### config.mk
export PLATFORM = sky130hd
export DESIGN_NAME = proc_scoreboard
export DESIGN_NICKNAME = d
export VERILOG_FILES = /design/src/rtl/proc_scoreboard.sv
export SDC_FILE = /design/constraint.sdc
export NUM_CORES = 1
export LEC_CHECK = 0
export CAP_MARGIN = 20
export CORE_AREA = 2 2 45 67
export CTS_CLUSTER_SIZE = 12
export DETAILED_ROUTE_END_ITERATION = 10
export DIE_AREA = 0 0 47 69
export GPL_TIMING_DRIVEN = 0
export PLACE_DENSITY = 0.77
export SLEW_MARGIN = 30
export SYNTH_ARGS = -nofsm -noshare
export SYNTH_HDL_FRONTEND = slang
export SYNTH_SLANG_ARGS = --single-unit
### constraint.sdc
create_clock -name clk -period 5.3 [get_ports clk]
set_clock_uncertainty 0.1 [all_clocks]
set_input_delay 0.53 -clock clk [delete_from_list [all_inputs] [get_ports clk]]
set_output_delay 0.53 -clock clk [all_outputs]
set_load 0.02 [all_outputs]
### src/rtl/proc_scoreboard.sv
`default_nettype none
// ============================================================================
// proc_scoreboard : tracks in-flight register writers in X..W and gives decode
//   per-operand bypass selects and a hazard stall. Optional macro:
//   PROC_SCOREBOARD_BYPASS_EN (undefined = no bypass, stall until write-back).
// Revision: 1.0
// ============================================================================
module proc_scoreboard #(
  parameter  int NREGS   = 32,
  parameter  int NSTAGES = 3,
  localparam int AW      = $clog2(NREGS),
  localparam int SW      = $clog2(NSTAGES + 1)
) (
  input  logic          clk,
  input  logic          rst,
  input  logic          d_val,
  input  logic          d_rs1_en,
  input  logic          d_rs2_en,
  input  logic [AW-1:0] d_rs1,
  input  logic [AW-1:0] d_rs2,
  input  logic          d_wen,
  input  logic [AW-1:0] d_rd,
  input  logic [SW-1:0] d_rdy_stage,
  input  logic          squash_D,
  input  logic          freeze,
  output logic          stall_D,
  output logic [SW-1:0] op1_byp_sel,
  output logic [SW-1:0] op2_byp_sel,
  output logic          wb_val,
  output logic [AW-1:0] wb_rd,
  output logic          busy
);

  logic [NSTAGES:1] r_val;
  logic [NSTAGES:1] r_wen;
  logic [AW-1:0]    r_rd  [1:NSTAGES];
  logic [SW-1:0]    r_rdy [1:NSTAGES];
  logic [SW-1:0]    w_rdy_in;
  logic [SW:0]      w_res1;
  logic [SW:0]      w_res2;
  logic             w_ins;

`ifdef PROC_SCOREBOARD_BYPASS_EN
  always_comb begin
    w_rdy_in = d_rdy_stage;
    if (d_rdy_stage == '0)
      w_rdy_in = SW'(1);
    else if (d_rdy_stage > SW'(NSTAGES))
      w_rdy_in = SW'(NSTAGES);
  end
`else
  // Ready stage is irrelevant when every match waits for write-back.
  logic w_unused_rdy;
  assign w_unused_rdy = ^d_rdy_stage;
  assign w_rdy_in     = '0;
`endif

  // Returns {stall, sel}; scanning oldest to youngest lets the youngest match win.
  function automatic logic [SW:0] resolve(input logic en, input logic [AW-1:0] rs);
    logic [SW:0] res;
    res = '0;
    for (int k = NSTAGES; k >= 1; k--) begin
      if (d_val && en && (rs != '0) && r_val[k] && r_wen[k] && (r_rd[k] == rs)) begin
`ifdef PROC_SCOREBOARD_BYPASS_EN
        res = (SW'(k) >= r_rdy[k]) ? {1'b0, SW'(k)} : {1'b1, {SW{1'b0}}};
`else
        res = {1'b1, {SW{1'b0}}};
`endif
      end
    end
    return res;
  endfunction

  always_comb begin
    w_res1 = resolve(d_rs1_en, d_rs1);
    w_res2 = resolve(d_rs2_en, d_rs2);
  end

  assign stall_D     = w_res1[SW] | w_res2[SW];
  assign op1_byp_sel = w_res1[SW-1:0];
  assign op2_byp_sel = w_res2[SW-1:0];
  assign w_ins       = d_val & ~stall_D & ~squash_D;

  // Outputs are masked during freeze so a held W entry is not written twice.
  assign wb_val = ~freeze & r_val[NSTAGES] & r_wen[NSTAGES];
  assign wb_rd  = freeze ? '0 : r_rd[NSTAGES];
  assign busy   = |r_val;

  always_ff @(posedge clk or negedge rst) begin
    if (!rst) begin
      r_val <= '0;
      r_wen <= '0;
      for (int k = 1; k <= NSTAGES; k++) begin
        r_rd[k]  <= '0;
        r_rdy[k] <= '0;
      end
    end else if (!freeze) begin
      for (int k = NSTAGES; k >= 2; k--) begin
        r_val[k] <= r_val[k-1];
        r_wen[k] <= r_wen[k-1];
        r_rd[k]  <= r_rd[k-1];
        r_rdy[k] <= r_rdy[k-1];
      end
      r_val[1] <= w_ins;
      r_wen[1] <= w_ins & d_wen;
      r_rd[1]  <= w_ins ? d_rd : '0;
      r_rdy[1] <= w_ins ? w_rdy_in : '0;
    end
  end

endmodule
`default_nettype wire

==> results.cfg <==
[routing]
wl_met2_mm = 1.549
top_layer_used = met4
drc = 0
wl_met1_mm = 1.254
routed_wl_mm = 3.024
avgRoutedWirePerCell_um = 15.92
ant_nets = 0
vias = 1028
drt_iter0_drc = 7
viasPerCell = 5.411
drt_first_pass_iters = 4
dr_wl_met3_um = 142

[power_and_ir_drop]
p_leak_nw = 0.7596
p_total_mw = 0.3881
power_density_nw_per_um2 = 228.9
vdd_drop_max_v = 0.0002140

[timing]
setup_violations = 0
period_needed_ns = 3.384
grt_setup_unrepaired = false
final_max_slew_viol_count = 0
worstMarginPinSlew_ns = 0.5517
final.setup.tns_ns = 0
final_hold_viol_count = 0
relSlewSlack = 0.6322
final.period_utilization = 0.6384
hold_ws_ns = 0.1078
max_freq_mhz = 295.5

[place]
routabilityCongestion = 0.8561
place_hpwl_mm = 2.337
portBuffers = 30

[floorplanning]
die-area_um2 = 3243
ioPinCount = 37
placementRows = 23
die_y_um = 69
core_region_area_um2 = 2648
die_w_um = 47
initial_core_util = 0.4901

[setup_path]
critPathTopFamily = buffers and inverters
required_ns = 4.67
cpMostUsedCell = clkdlybuf4s50_1
timing.rr.start = r_rd[8]
slowest_delay_ns = 0.55
cp-end-kind = output port
critPathKind = in2out
path_buf_inv = 3
crit_start = d_rs2[0]
crit_slowest_cell = clkdlybuf4s50_1
worstPathArrival_ns = 2.75
path_cells = clkdlybuf4s50_1 -> or3_1 -> o311a_2 -> a22oi_4 -> inv_1 -> clkdlybuf4s50_1
start_kind = input pin
cp_max_fo = 8

[layout]
synthToLayoutAreaGrowth_pct = 30.67
drive_gt1_frac = 0.1569
num_antenna_cells = 0
nets = 179
final_common_cell = clkdlybuf4s50_1
final_cell_mix = clkdlybuf4s50_1 (29), dfrtp_1 (21), xor2_1 (18), mux2_2 (14)

[min_path]
hold_class = in2async

[synthesis]
synth-seq-cells = 21
synthCells = 116
yosysUniqueCellTypes = 19
yosysWarningCount = 0
ys_seq_area_frac = 0.4050
syn_avg_cell_area_um2 = 11.19
synthesis.area_um2 = 1297

[clock_tree]
cts_sinks = 21
cts_tree = done
cts_resized = 0
ctsLongestPathBuffers = 2
htreeDepth = 1
clk_pin_slew_worst_paths_ns = 0.07
cts-root-buf = clkbuf_8
post-cts-setup-buffers = 0
holdBufCountCts = 0
cts_made_buffers = 3
clk_latency_ns = 0.26

[grt]
grt_pass1_vias = 1086
grt.total_usage = 0.2200
antenna_found_initial = 0
grt_max_degree = 22
grt-ovfl-total = 0
grt_first_pass_wirelength_mm = 5.043

[status]
status = completed

[job]
drv_cap = 0
[area by class of cell]
type	count	area, µm²
Fill cell	250	952.2
Multi-Input combinational cell	90	738.2
Sequential cell	21	525.5
Timing Repair Buffer	30	295.3
Tap cell	37	46.29
Clock buffer	4	45.04
Buffer	7	41.29
Inverter	1	3.754
[path summary, 6_finish.rpt]
| kind | endpoint | slack (ns) | depth (start not counted) |
|---|---|---|---|
| max | stall_D | 1.92 | 6 |
| min | r_rd[10] | 0.11 | 1 |
| max reg2reg | r_val[1] | 3.47 | 6 |
| min reg2reg | r_wen[3] | 0.41 | 1 |
| max in group asynchronous | r_val[3] | 4.67 | 1 |
| min in group clk | r_wen[3] | 0.41 | 1 |
[sequential cells by signal, summed over array words and instances (netlist names)]
signal and flops:
r_wen 3, r_rd 15, r_val 3
[power by group]
part | internal, mW | switching (mW)
logic | 0.0530 | 0.0403
clock network | 0.0537 | 0.0516
registers | 0.173 | 0.0165
total | 0.280 | 0.108
[cells in the mapped netlist, drive strengths merged]
cell	n	area [µm²]
dfrtp	21	525.5
xor2	18	157.7
mux2	14	157.7
nor2b	12	75.07
xnor2	12	105.1
a32o	7	70.07
nand4	6	37.54
or3	5	31.28
buf	4	30.03
nor4	4	25.02
clkbuf	3	11.26
nand3	2	10.01
nor2	2	7.510
o311a	2	21.27
a22oi	1	21.27
conb	1	3.750
inv	1	3.750
nand2	1	3.750
[kinds of logic after synthesis]
group / share of synthesized area
AO/OA/AOI/OAI: 0.08679
XOR/XNOR: 0.2025
multiplexers: 0.1215
buffers and inverters: 0.03471
AND/OR/NAND/NOR: 0.1466
flip-flops: 0.4050
other: 0.002890
[routing by layer]
layer,GRT usage,vias up
met4,0.1111,0
li1,-,486
met2,0.3562,28
met3,0.03403,4
met5,0,-
met1,0.2675,510
[through the flow]
step	cells	util	setup slack (ns)	instance area, µm²
final	190	0.6404	1.916	1695
after detailed placement	186	0.6252	1.924	1655
after global placement	186	0.6252	1.980	1655
after global routing	190	0.6404	1.822	1695
after CTS	190	0.6423	1.919	1700
after floorplan	119	-	3.059	1309
No activity file was read; power rests on OpenSTA's default activity.
==> edit, RTL diff (config.mk and constraints unchanged) <==
The parameter `NREGS` goes from 32 to 64.
--- a/src/rtl/proc_scoreboard.sv
+++ b/src/rtl/proc_scoreboard.sv
@@ -6,7 +6,7 @@
 // Revision: 1.0
 // ============================================================================
 module proc_scoreboard #(
-  parameter  int NREGS   = 32,
+  parameter  int NREGS   = 64,
   parameter  int NSTAGES = 3,
   localparam int AW      = $clog2(NREGS),
   localparam int SW      = $clog2(NSTAGES + 1)
Interface: changed (resized d_rd, d_rs1, d_rs2 and wb_rd); port bits go from 37 to 41. The function was not compared with the original's and may differ.
==> edit against the original RTL <==
Power increased by 15%. Wire length increased by 21%. Area after synthesis increased by 15%. Clock power increased by 18%. Global-route usage increased by 2.7 points. Sequential power increased by 14%. Hold slack improved by 0.026 ns. Setup slack got worse by 0.15 ns. Final area increased by 14%. Sequential cell count increased by 3. Sequential share of layout area increased by 0.19 points. Critical path type unchanged. Highest routed layer unchanged.
==> edit: results <==
{
  "leakage_nw": 0.8438,
  "fill_cells": 227,
  "maxSlewHeadroom_pct": 59.38,
  "power.internal_mw": 0.3235,
  "clk_root_buffer_cell": "clkbuf_8",
  "ys_top_cells_by_area": "dfrtp_1, mux2_2, xnor2_1",
  "antenna_found_initial": 0,
  "dp_hpwl_um": 2887,
  "worst_hold_path_type": "in -> async",
  "gp_congestion": 0.9283,
  "cpLargestDelayFamily": "buffers and inverters",
  "vias_per_cell": 5.431,
  "wl_um": 3651,
  "io_buffers": 33,
  "grt_pass1_wl_um": 5692,
  "peakVddDrop_mv": 0.1580,
  "ys.warnings.count": 0,
  "ff2ff_path_depth": 6,
  "place_inst": 207,
  "crit_start": "d_rs2[0]",
  "slowest_stage": "or4_1",
  "yosysSeqAreaShare_pct": 40.37,
  "track_usage_pct": 24.71,
  "worstPathArrival_ns": 2.90,
  "post_cts_resized": 0,
  "grt_start_max_net_pins": 25,
  "synth_cell_types": 21,
  "synthArstFlopShare_pct": 100.0,
  "reg2reg_slack_ns": 3.35,
  "synthCells": 134,
  "cts_setup_buffers": 0,
  "clk_path_buf_depth": 2,
  "timing.rr.end": "r_val[1]$_DFFE_PN0N_",
  "crit_fanout": 9,
  "slowest_delay_ns": 0.57,
  "firstDrtPassIters": 4,
  "cts_buffers": 3,
  "nets": 203,
  "crit_end": "stall_D",
  "drcViolationCount": 0,
  "avgRoutedWirePerCell_um": 17.30,
  "n_antenna_cell": 0,
  "first_global_vias": 1226,
  "largestRegisters": "r_rd: 18 flops, r_val: 3 flops, r_wen: 3 flops",
  "outcome": "completed",
  "r2r_start": "r_rd[7]$_DFFE_PN0N_",
  "holdWs_ns": 0.1340,
  "drive_gt1_share_pct": 15.52,
  "first_iter_violations": 25,
  "ys_top_cells_by_count": "dfrtp_1, xnor2_1, xor2_1"
}
[edit: changes by cell type after synthesis, sizes merged, moves of 2 or more]
cell | unedited run | this run
nand2 | 1 | 3
nor4 | 4 | 6
mux2 | 14 | 16
dfrtp | 21 | 24
nor2b | 12 | 14
xnor2 | 12 | 18
or4 | 0 | 2
or3 | 5 | 1
[edit: cell type report]
type,count,area [um^2],share of cell area (%)
plain buffers,9,48.80,2.534
repair buffers,33,325.3,16.89
inverters,1,3.754,0.1949
clock buffers,4,55.05,2.859
well taps,37,46.29,2.404
flip-flops and latches,24,600.6,31.19
multi-input cells,103,845.8,43.92
[edit: layer usage]
layer / wire [um] / vias up / GRT usage (%)
li1: - / 550 / -
met1: 1471 / 546 / 30.10
met2: 1916 / 39 / 41.55
met3: 159 / 11 / 2.618
met4: 104 / 0 / 10.80
met5: 0 / - / 0
[edit: per-stage QoR]
stage	instance area, um^2	setup slack [ns]
detailed placement	1876	1.783
floorplan	1499	2.886
global placement	1876	1.806
global route	1926	1.717
finish	1926	1.768
CTS	1931	1.773
[edit: logic make-up after synthesis]
| group | count (synthesis) | synth area share, % |
|---|---|---|
| other cells | 1 | 0.2521 |
| compound gates | 11 | 8.242 |
| simple gates | 36 | 14.30 |
| buf+inv | 10 | 3.532 |
| mux | 16 | 12.11 |
| flops | 24 | 40.37 |
| xor+xnor | 36 | 21.19 |
[edit: power by group through the flow]
stage | Sequential [mW] | Combinational (mW) | Clock (mW)
5_1_grt | 0.219 | 0.116 | 0.133
2_1_floorplan | 0.214 | 0.0625 | 0
6_report | 0.216 | 0.107 | 0.124
4_1_cts | 0.216 | 0.108 | 0.127
3_5_place_dp | 0.220 | 0.107 | 0
3_3_place_gp | 0.219 | 0.104 | 0
